### src/rtl/apb_pkg.sv
// Purpose: shared types and response encodings for the APB completer register file.
// Latency: n/a (types and constants only).
// Backpressure: n/a.
package apb_pkg;

  // Completer bus-phase tracker.
  //   IDLE   : no transfer in flight; watching for a setup phase.
  //   SETUP  : a setup phase was seen last cycle; this cycle is the first access cycle.
  //   ACCESS : second or later access cycle (wait states being inserted).
  typedef enum logic [1:0] {
    IDLE   = 2'd0,
    SETUP  = 2'd1,
    ACCESS = 2'd2
  } state_t;

  localparam logic APB_OKAY = 1'b0;
  localparam logic APB_ERR  = 1'b1;

endpackage

### src/rtl/apb_regfile.sv
// Purpose: DEPTH x DATA_W register array, one synchronous write port, one async read port.
// Latency: write lands on the clock edge that samples we; read is combinational.
// Backpressure: none; accepts a write every cycle.
//
// Ports:
//   clk    in   clock
//   reset  in   synchronous active-low clear of every register
//   we     in   write enable
//   waddr  in   write index
//   wdata  in   write data
//   raddr  in   read index
//   rdata  out  mem[raddr], combinational
module apb_regfile #(
  parameter  int DEPTH  = 16,
  parameter  int DATA_W = 32,
  localparam int IDX_W  = $clog2(DEPTH)
) (
  input  logic              clk,
  input  logic              reset,
  input  logic              we,
  input  logic [IDX_W-1:0]  waddr,
  input  logic [DATA_W-1:0] wdata,
  input  logic [IDX_W-1:0]  raddr,
  output logic [DATA_W-1:0] rdata
);

  logic [DATA_W-1:0] mem_q [DEPTH];
  logic [DATA_W-1:0] mem_d [DEPTH];

  always_comb begin
    mem_d = mem_q;
    if (we) begin
      mem_d[waddr] = wdata;
    end
  end

  always_ff @(posedge clk) begin
    if (!reset) begin
      for (int i = 0; i < DEPTH; i++) begin
        mem_q[i] <= '0;
      end
    end else begin
      mem_q <= mem_d;
    end
  end

  assign rdata = mem_q[raddr];

endmodule

### src/rtl/apb_completer_regfile.sv
// Purpose: APB completer servicing transfers against a local word-addressed register file.
// Latency: pready on access cycle WAIT_CYCLES+1; read data combinational in that cycle.
// Backpressure: stretches the access phase with WAIT_CYCLES wait states via pready=0.
//
// Ports:
//   clk      in   clock, all state on the rising edge
//   reset    in   synchronous reset, active low; also forces pready/pslverr/prdata to 0
//   psel     in   completer select
//   penable  in   access phase indicator
//   pwrite   in   1 = write, 0 = read
//   paddr    in   byte address (ADDR_W)
//   pwdata   in   write data (DATA_W)
//   prdata   out  read data, nonzero only in an error-free read pready cycle
//   pready   out  transfer completes this cycle
//   pslverr  out  error response, only asserted together with pready
module apb_completer_regfile
  import apb_pkg::*;
#(
  parameter int                ADDR_W      = 32,
  parameter int                DATA_W      = 32,
  parameter int                DEPTH       = 16,
  parameter int                WAIT_CYCLES = 2,
  parameter logic [ADDR_W-1:0] BASE_ADDR   = '0
) (
  input  logic              clk,
  input  logic              reset,
  input  logic              psel,
  input  logic              penable,
  input  logic              pwrite,
  input  logic [ADDR_W-1:0] paddr,
  input  logic [DATA_W-1:0] pwdata,
  output logic [DATA_W-1:0] prdata,
  output logic              pready,
  output logic              pslverr
);

  localparam int IDX_W = $clog2(DEPTH);
  localparam int CNT_W = (WAIT_CYCLES > 0) ? $clog2(WAIT_CYCLES + 1) : 1;

  localparam logic [CNT_W-1:0]  WAIT_LOAD = CNT_W'(WAIT_CYCLES);
  localparam logic [ADDR_W-1:0] SPAN      = ADDR_W'(4 * DEPTH);

  state_t            state_q, state_d;
  logic [CNT_W-1:0]  wait_cnt_q, wait_cnt_d;
  logic              err_q, err_d;

  // ---------------------------------------------------------------------------
  // Address decode. The subtraction carries one extra bit so that an address
  // below BASE_ADDR shows up as a borrow instead of wrapping into range.
  // ---------------------------------------------------------------------------
  logic [ADDR_W:0]   addr_diff;
  logic [ADDR_W-1:0] addr_off;
  logic              addr_bad;
  logic [IDX_W-1:0]  idx;

  always_comb begin
    addr_diff = {1'b0, paddr} - {1'b0, BASE_ADDR};
    addr_off  = addr_diff[ADDR_W-1:0];
    addr_bad  = addr_diff[ADDR_W] | (addr_off >= SPAN) | (paddr[1:0] != 2'b00);
    idx       = addr_off[2 +: IDX_W];
  end

  // ---------------------------------------------------------------------------
  // Phase tracking. A setup phase can only be recognised in the cycle it is
  // driven, so the register reads SETUP during the first access cycle and
  // ACCESS during any later one; both count as access cycles. After the pready
  // cycle the FSM returns to IDLE, which is exactly where a back-to-back setup
  // phase in the very next cycle is picked up, so no dead cycle is inserted.
  // ---------------------------------------------------------------------------
  logic in_access;
  logic cnt_done;
  logic pready_raw;

  assign in_access  = psel & penable & ((state_q == SETUP) | (state_q == ACCESS));
  assign cnt_done   = (wait_cnt_q == '0);
  assign pready_raw = in_access & cnt_done;

  always_comb begin
    state_d    = state_q;
    wait_cnt_d = wait_cnt_q;
    err_d      = err_q;
    case (state_q)
      IDLE: begin
        // psel & penable without a preceding setup is a protocol violation and
        // is deliberately ignored here.
        if (psel && !penable) begin
          state_d    = SETUP;
          wait_cnt_d = WAIT_LOAD;
          err_d      = addr_bad ? APB_ERR : APB_OKAY;
        end
      end
      SETUP, ACCESS: begin
        if (psel && penable) begin
          if (cnt_done) begin
            state_d = IDLE;
          end else begin
            state_d    = ACCESS;
            wait_cnt_d = wait_cnt_q - 1'b1;
          end
        end else begin
          // Requester abandoned the transfer: no write, no response.
          state_d = IDLE;
        end
      end
      default: begin
        state_d = IDLE;
      end
    endcase
  end

  always_ff @(posedge clk) begin
    if (!reset) begin
      state_q    <= IDLE;
      wait_cnt_q <= '0;
      err_q      <= APB_OKAY;
    end else begin
      state_q    <= state_d;
      wait_cnt_q <= wait_cnt_d;
      err_q      <= err_d;
    end
  end

  // ---------------------------------------------------------------------------
  // Register file and response.
  // ---------------------------------------------------------------------------
  logic              rf_we;
  logic [DATA_W-1:0] rf_rdata;

  assign rf_we = pready & pwrite & (err_q == APB_OKAY);

  apb_regfile #(
    .DEPTH  (DEPTH),
    .DATA_W (DATA_W)
  ) u_regfile (
    .clk   (clk),
    .reset (reset),
    .we    (rf_we),
    .waddr (idx),
    .wdata (pwdata),
    .raddr (idx),
    .rdata (rf_rdata)
  );

  always_comb begin
    pready  = reset & pready_raw;
    pslverr = pready & (err_q == APB_ERR);
    prdata  = '0;
    if (pready && !pwrite && (err_q == APB_OKAY)) begin
      prdata = rf_rdata;
    end
  end

endmodule
### config.mk
export PLATFORM = sky130hd
export DESIGN_NAME = apb_completer_regfile
export DESIGN_NICKNAME = d
export VERILOG_FILES = /design/src/rtl/apb_pkg.sv /design/src/rtl/apb_regfile.sv /design/src/rtl/apb_completer_regfile.sv
export SDC_FILE = /design/constraint.sdc
export NUM_CORES = 1
export LEC_CHECK = 0
export CAP_MARGIN = 20
export CORE_UTILIZATION = 39
export DETAILED_ROUTE_END_ITERATION = 16
export GPL_ROUTABILITY_DRIVEN = 1
export SYNTH_ARGS = -nofsm -noshare
export SYNTH_HDL_FRONTEND = slang
export SYNTH_SLANG_ARGS = --single-unit
### constraint.sdc
create_clock -name clk -period 2.9 [get_ports clk]
set_clock_uncertainty 0.1 [all_clocks]
set_input_delay 0.58 -clock clk [delete_from_list [all_inputs] [get_ports clk]]
set_output_delay 0.58 -clock clk [all_outputs]
set_load 0.1 [all_outputs]
==> results.cfg, run 1 <==
[status]
status = complete, but fails checks
violations = negative setup slack

[layout]
drive_gt1_frac = 0.168
finalNonFillerCells = 3088
fin_nets = 2342
final_cell_area_um2 = 28100
final_common_cell = mux2i_1
syn_to_final_growth_pct = 20.8
final_cell_mix = mux2i_1, nand2_1, dfxtp_1, buf_12, mux4_2

[routing]
routed_wl_um = 61600
drt_iter0_markers = 1044
wl_per_cell_um = 19.9
ant_nets = 0
vias = 16500
firstDrtPassIters = 5
drc = 0
via_per_inst = 5.35

[timing]
min_period_ns = 3.13
rsz0062_at_grt = yes
fin_ws_ns = -0.231
finalSetupViolations = 32
drv_slew = 0
worst-slew-pin-transition_ns = 0.993
finalHoldViolations = 0
final.setup.tns_ns = -5.16
finalCritPeriodShare = 1.08
relSlewSlack = 0.338
timing.fmax_mhz = 319

[clocking]
root_buffer = clkbuf_16
ctsHoldBuffers = 0
cts_inserted_buffers = 54
clock-sinks = 517
clk_pin_slew_worst_paths_ns = 0.06
h-tree-depth = 2
clockBufferDepth = 3
cts_tree = done
clock_latency_ns = 0.61

[floorplan]
ios = 103
die_x_um = 246
num_rows = 89
die_h_um = 246
die_area_um2 = 60700
core_area_um2 = 59000
start_util = 0.394

[setup_path]
timing.rr.end = u_regfile.mem_q[269]
crit_start = state_q[0]
worstRegToRegCells = 8
timing.rr.start = state_q[0]
setup.worst_path.end = prdata[29]
critPathMaxStageDelay_ns = 0.34
crit_chain = inv_2, ha_4, nand3_4, nor3_4, nand2b_4, buf_12, buf_12, nor3_4, buf_12
crit_arrival_ns = 2.45
critPathCaptureType = output pin
crit_top_cell = buf_12
cp_max_fo = 4
slowest_stage = dfxtp_2
critPathKind = flip-flop to output pin
start_kind = flip-flop
critical_path_required_ns = 2.22
reg2reg_slack_ns = 0.62

[global_route]
grt_pass1_wl_um = 96300
track_usage = 0.203
grt_start_max_net_pins = 219
grt_antenna_before_repair = 2
grt_pass1_vias = 16900
grt.overflow.total = 0

[place]
dp_slack_ns = -0.549
place_hpwl_um = 38300
io_buffers = 102
gp_congestion = 0.778
placed_area_um2 = 26100
post-place-cells = 2979

[power]
p_per_area_nw_per_um2 = 552
clkPwrFrac = 0.481
combPwrFrac = 0.061
leakage_nw = 9.58
p_sw_w = 0.00355
ir_worst_vdd_uv = 483
switching_share = 0.229
sequentialPowerShare = 0.458
p_int_w = 0.0120

[yosys]
synth.yosys.seq_area_share = 0.445
synth_warnings = 0
ys_types = 39
synth_cells = 2210
synth.net_count = 2282
synth_edf_count = 0
synth_top_family_by_area = multiplexers
synth_seq_cells = 517
synthFlopType = dfxtp_1
synth_area_per_cell_um2 = 10.5
synthXorXnorAreaFrac = 0
synth_compound_area_frac = 0.0310
synth-adder-area-share = 0.00161
yosys.area_share.simple = 0.117
synth.area.mux_share = 0.337
async_reset_ff_frac = 0
synth_area_um2 = 23300

[run]
max-cap-violations = 0

[hold_path]
min_path_type = input port to flip-flop
min_delay_path_depth = 3
## cells in the mapped netlist, types with 4 or more instances
cell type  number  area [um^2]
mux2i_1       640         6410
nand2_1       579         2170
dfxtp_1       517        10300
clkbuf_1      103          387
mux4_2         64         1440
a22oi_1        62          465
nor3_1         32          160
o22ai_1        31          194
buf_6          29          327
buf_12         27          541
buf_2          26          130
buf_4          19          143
and4_1         16          140
nor4_1          8         50.1
inv_1           6         22.5
buf_1           5         18.8
nor2_1          5         18.8
clkbuf_4        4         30.0
nand4_1         4         25.0
nor2b_1         4         25.0
## metrics by stage
stage / hold slack [ns] / total power [W] / utilization
floorplan: 0.332 / 0.00786 / -
global placement: 0.339 / 0.00818 / 0.442
detailed placement: 0.345 / 0.00820 / 0.442
CTS: 0.121 / 0.0157 / 0.476
global route: 0.141 / 0.0160 / 0.476
finish: 0.147 / 0.0155 / 0.476
## what timing repair did
| action | CTS | global route |
|---|---|---|
| endpoints found under the hold margin | 0 | 0 |
| buffers inserted | 6 | 3 |
| gates resized for setup | 11 | 5 |
| pin swaps | 6 | 5 |
| cloned | 0 | 0 |
| endpoints found under the setup margin | 32 | 32 |
## flip-flops by register name (all words and copies together) (netlist names)
| name | flops |
|---|---|
| u_regfile.mem_q | 512 |
| err_q | 1 |
| state_q | 2 |
| wait_cnt_q | 2 |
## per-layer routing
layer / part of all wire / wire (um) / global-route usage
met4: 0.022 / 1380 / 0.0557
met2: 0.48 / 29400 / 0.341
met3: 0.044 / 2700 / 0.0324
met1: 0.46 / 28100 / 0.269
met5: 0.00021 / 13 / 0
## critical path: cells and delay by family (launching register included)
kind,cells,cell delay (ns)
fa+ha+maj,1,0.27
flops,1,0.34
buf+inv,4,0.57
simple gates,4,0.66
## cells by family after synthesis
kind of cell,after synthesis
AOI/OAI and AO/OA,102
muxes,704
DFF,517
and+or+nand+nor,665
adders and majority gates,3
buffers and inverters,219
## worst min-delay path by stage
stage	from	endpoint	slack [ns]
after floorplan	u_regfile.mem_q[126]	u_regfile.mem_q[126]	0.33
after global placement	u_regfile.mem_q[130]	u_regfile.mem_q[130]	0.34
after detailed placement	u_regfile.mem_q[186]	u_regfile.mem_q[186]	0.34
after CTS	reset	state_q[0]	0.12
after global routing	reset	state_q[0]	0.14
final	reset	state_q[0]	0.15
## power by group through the flow
stage | combinational [W] | clock, W | sequential [W]
floorplan | 0.000596 | 0 | 0.00727
global placement | 0.000917 | 0 | 0.00727
detailed placement | 0.000935 | 0 | 0.00727
CTS | 0.000946 | 0.00763 | 0.00711
global route | 0.00101 | 0.00793 | 0.00711
finish | 0.000943 | 0.00747 | 0.00711
## area by class of cell
| cell class | instances | area [um^2] |
|---|---|---|
| fill | 5280 | 30900 |
| multi-input combinational | 1474 | 11900 |
| sequential | 517 | 10400 |
| timing repair buffer | 217 | 2960 |
| clock buffer | 82 | 1590 |
| tap | 773 | 967 |
| clock inverter | 18 | 337 |
| inverter | 6 | 22.5 |
| antenna | 1 | 2.50 |
Note: power is estimated with default switching activity, not from simulation.
==> inputs of run 2 (changes only) <==
Settings changed: SETUP_SLACK_MARGIN from default to 0.05.
==> results.cfg, run 2 (synthesized netlist as in run 1, its figures left out) <==
[status]
violations = negative setup slack
status = complete, but fails checks

[power]
p_sw_w = 0.00356
switching_share = 0.231
clkPwrFrac = 0.478
combPwrFrac = 0.060
finalPower_w = 0.0154
p_int_w = 0.0118
sequentialPowerShare = 0.461
ir_worst_vdd_uv = 504
leakage_nw = 9.59
p_per_area_nw_per_um2 = 550

[timing]
fin_hold_ws_ns = 0.161
relSlewSlack = 0.348
min_period_ns = 3.13
finalSetupViolations = 32
rsz0062_at_grt = yes
finalHoldViolations = 0
drv_slew = 0
worst-slew-pin-transition_ns = 0.977
finalCritPeriodShare = 1.08
fin_ws_ns = -0.234
timing.fmax_mhz = 319

[place]
post-place-cells = 2981
io_buffers = 102
place_hpwl_um = 37800
gp_congestion = 0.775

[setup_path]
timing.rr.start = wait_cnt_q[0]
critPathKind = flip-flop to output pin
start_kind = flip-flop
crit_arrival_ns = 2.45
reg2reg_slack_ns = 0.59
critPathCaptureType = output pin
cp_max_fo = 16
worstRegToRegCells = 9
timing.rr.end = u_regfile.mem_q[63]
critical_path_required_ns = 2.22

[routing]
via_per_inst = 5.33
firstDrtPassIters = 6
drc = 0
wl_per_cell_um = 19.9
routed_wl_um = 61500
vias = 16500
ant_nets = 0
drt_iter0_markers = 1055

[clocking]
clock_latency_ns = 0.60
h-tree-depth = 2
clockBufferDepth = 3
cts_tree = done
clk_pin_slew_worst_paths_ns = 0.06
clock-sinks = 517
root_buffer = clkbuf_16
cts_inserted_buffers = 55

[layout]
top_regs = u_regfile.mem_q (512), state_q (2), wait_cnt_q (2)
fill_cells = 5343
fin_nets = 2344
finalNonFillerCells = 3087
final_common_cell = mux2i_1
drive_gt1_frac = 0.164
top_register = u_regfile.mem_q
largest_reg_flops = 512
syn_to_final_growth_pct = 20.3
final_cell_mix = mux2i_1, nand2_1, dfxtp_1, buf_12, mux4_2
antennaDiodeCount = 0

[global_route]
grt_start_max_net_pins = 216
grt_pass1_vias = 16600
grt_pass1_wl_um = 96200
grt.overflow.total = 0
track_usage = 0.203
grt_antenna_before_repair = 2

[floorplan]
ios = 103
core_area_um2 = 59000
num_rows = 89
start_util = 0.394
die_area_um2 = 60700
die_x_um = 246
die_h_um = 246

[hold_path]
hold-path-endpoint = state_q[0]
hold_start = reset
min_path_type = input port to flip-flop
min_delay_path_depth = 3

[run]
max-cap-violations = 0
-- run 2: changes by cell type in the layout (fill, tap and decap cells not counted), sizes merged --
cell / before / now
buf: 152 / 153
inv: 8 / 9
diode: 1 / 0
clkbuf: 83 / 75
dlymetal6s2s: 0 / 1
bufinv: 8 / 6
clkinvlp: 2 / 0
clkinv: 6 / 15
-- run 2: layer usage --
metal	track usage	routed length, um
met5	0	0
met4	0.0554	1500
met3	0.0276	2440
met2	0.341	29400
met1	0.271	28100
-- run 2: metrics by stage --
step,instance area [um^2],util,TNS [ns],setup slack (ns)
after detailed placement,26000,0.440,-6.47,-0.243
after floorplan,23800,-,-0.345,-0.0179
after global routing,28000,0.474,-7.83,-0.346
after global placement,26000,0.440,-5.49,-0.210
final,28000,0.474,-4.42,-0.234
after CTS,28000,0.474,-8.19,-0.330
-- run 2: how the worst max path moves through the flow --
stage | startpoint | to | slack [ns] | cells after the start
final | wait_cnt_q[0] | prdata[17] | -0.23 | 8
after global routing | state_q[0] | prdata[17] | -0.35 | 8
after floorplan | paddr[3] | prdata[9] | -0.02 | 7
after global placement | paddr[5] | prdata[3] | -0.21 | 7
after CTS | state_q[0] | prdata[13] | -0.33 | 8
after detailed placement | paddr[5] | prdata[3] | -0.24 | 8
-- run 2: area by class of cell --
cell class                 count  area (um^2)  share of cell area
clock buffer                  75         1590              0.0568
clock inverter                24          324              0.0116
inverter                       6         22.5            0.000804
multi-input combinational   1474        11800               0.422
sequential                   517        10400               0.370
tap                          773          967              0.0345
timing repair buffer         218         2940               0.105
-- run 2: power by group through the flow --
stage | clock network (W) | registers [W] | logic (W)
after floorplan | 0 | 0.00727 | 0.000585
after global placement | 0 | 0.00727 | 0.000915
after detailed placement | 0 | 0.00727 | 0.000927
after CTS | 0.00750 | 0.00711 | 0.000933
after global routing | 0.00781 | 0.00711 | 0.000996
final | 0.00737 | 0.00711 | 0.000932
-- run 2: worst max-delay path: stages, from the launching register on --
cell	delay, ns
dfxtp_1	0.31
inv_1	0.12
ha_4	0.18
nand2_4	0.07
nor3_4	0.28
nand2b_4	0.16
buf_16	0.23
nor3_4	0.27
buf_12	0.21
-- run 2: what timing repair did --
action                     4_1_cts  5_1_grt
setup endpoints to repair       32       32
hold buffers                     0        0
gates cloned                     1        0
setup buffers                    4        3
pin swaps                        7        5
resized for setup                7        4
==> inputs of run 3 (changes only) <==
Settings changed: DONT_BUFFER_PORTS from default to 1, SKIP_LAST_GASP from default to 1.
==> results.cfg, run 3 (synthesized netlist as in run 1, its figures left out) <==
[status]
status = complete, but fails checks
violations = max-slew violations, negative setup slack

[routing]
drt_iter0_markers = 1088
via_per_inst = 5.38
firstDrtPassIters = 5
routed_wl_um = 60600
vias = 15900
wl_per_cell_um = 20.5
ant_nets = 0
drc = 0

[clocking]
cts_inserted_buffers = 52
clock_latency_ns = 0.59
clockBufferDepth = 3
ctsHoldBuffers = 0
clock-sinks = 517
root_buffer = clkbuf_16
h-tree-depth = 2
cts_tree = done
clk_pin_slew_worst_paths_ns = 0.06

[power]
ir_worst_vdd_uv = 469
leakage_nw = 8.86
p_per_area_nw_per_um2 = 554

[place]
dp_slack_ns = 0.214
gp_congestion = 0.764
placed_area_um2 = 24500
place_hpwl_um = 34600
post-place-cells = 2854
io_buffers = 0

[setup_path]
critPathMaxStageDelay_ns = 0.33
crit_buf_inv = 4
critPathKind = flip-flop to output pin
crit_chain = inv_2, ha_4, nand3_4, nor3_4, nand2b_4, buf_12, buf_16, nor3_4, buf_12
reg2reg_slack_ns = 0.41
cp_max_fo = 8
worstRegToRegCells = 8
start_kind = flip-flop
timing.rr.start = state_q[0]
path_delay_family = simple AND/OR/NAND/NOR gates
critical_path_required_ns = 2.22
crit_arrival_ns = 2.50
critPathCaptureType = output pin
timing.rr.end = u_regfile.mem_q[434]
slowest_stage = dfxtp_2

[layout]
final_cell_area_um2 = 26400
top_register = u_regfile.mem_q
fin_nets = 2217
final_common_cell = mux2i_1
final_cell_mix = mux2i_1, nand2_1, dfxtp_1, mux4_2, a22oi_1
largest_reg_flops = 512
drive_gt1_frac = 0.140
finalNonFillerCells = 2961
syn_to_final_growth_pct = 13.5
top_regs = u_regfile.mem_q (512), state_q (2), wait_cnt_q (2)
fill_cells = 5434

[timing]
finalHoldViolations = 0
rsz0062_at_grt = yes
min_period_ns = 3.18
relSlewSlack = -0.235
drv_slew = 223
finalSetupViolations = 32
finalCritPeriodShare = 1.10
worst-slew-pin-transition_ns = 1.85
timing.fmax_mhz = 315
fin_ws_ns = -0.276

[global_route]
grt_pass1_vias = 16300
grt_antenna_before_repair = 2
grt.overflow.total = 0
grt_start_max_net_pins = 551
grt_pass1_wl_um = 93300
track_usage = 0.198

[floorplan]
core_area_um2 = 59000
die_area_um2 = 60700
die_x_um = 246
die_h_um = 246
num_rows = 89
start_util = 0.394
ios = 103

[hold_path]
hold-path-endpoint = err_q
min_path_type = input port to flip-flop
hold_start = reset
min_delay_path_depth = 1

[run]
max-cap-violations = 0
==> run 3: final cells by class <==
class | count | area, um^2 | area share
Multi-Input combinational cell | 1474 | 11800 | 0.447
Sequential cell | 517 | 10400 | 0.392
Clock buffer | 84 | 1570 | 0.0595
Timing Repair Buffer | 94 | 1490 | 0.0565
Tap cell | 773 | 967 | 0.0366
Clock inverter | 12 | 200 | 0.00758
Inverter | 6 | 22.5 | 0.000853
Antenna cell | 1 | 2.50 | 0.0000947
==> run 3: worst max path at each step <==
stage	start	endpoint	slack [ns]	depth (start not counted)
after floorplan	paddr[3]	prdata[9]	-0.02	7
after global placement	paddr[2]	prdata[0]	-0.17	6
after detailed placement	state_q[1]	prdata[0]	0.21	8
after CTS	state_q[0]	prdata[10]	-0.36	9
after global routing	state_q[0]	prdata[29]	-0.36	9
final	state_q[0]	prdata[29]	-0.28	9
==> run 3: power breakdown <==
part           internal (W)  leakage [nW]  switching, W
clock network       0.00414         0.870       0.00287
registers           0.00711          4.16    0.00000341
logic              0.000193          3.83      0.000318
total                0.0114          8.86       0.00319
==> run 3: through the flow <==
step | util | setup TNS (ns) | hold slack, ns | power, W
3_3_place_gp | 0.414 | -2.52 | 0.339 | 0.00776
6_report | 0.448 | -6.72 | 0.0363 | 0.0146
5_1_grt | 0.448 | -9.64 | 0.0101 | 0.0151
3_5_place_dp | 0.414 | 0 | 0.343 | 0.00777
4_1_cts | 0.447 | -9.00 | 0.0192 | 0.0148
2_1_floorplan | - | -0.345 | 0.332 | 0.00785
==> run 3: metal layers <==
metal  up-vias  track usage  part of all wire
met3       106       0.0332             0.048
li1       7549            -                 -
met2       355        0.334              0.48
met5         -            0           0.00021
met1      7928        0.255              0.44
met4         2       0.0668             0.028
==> run 3: what timing repair did <==
item                                    CTS  global route
pin swaps                                 8             4
endpoints found under the setup margin   32            32
buffers inserted                          8             0
cloned                                    1             1
resized for setup                         7             3
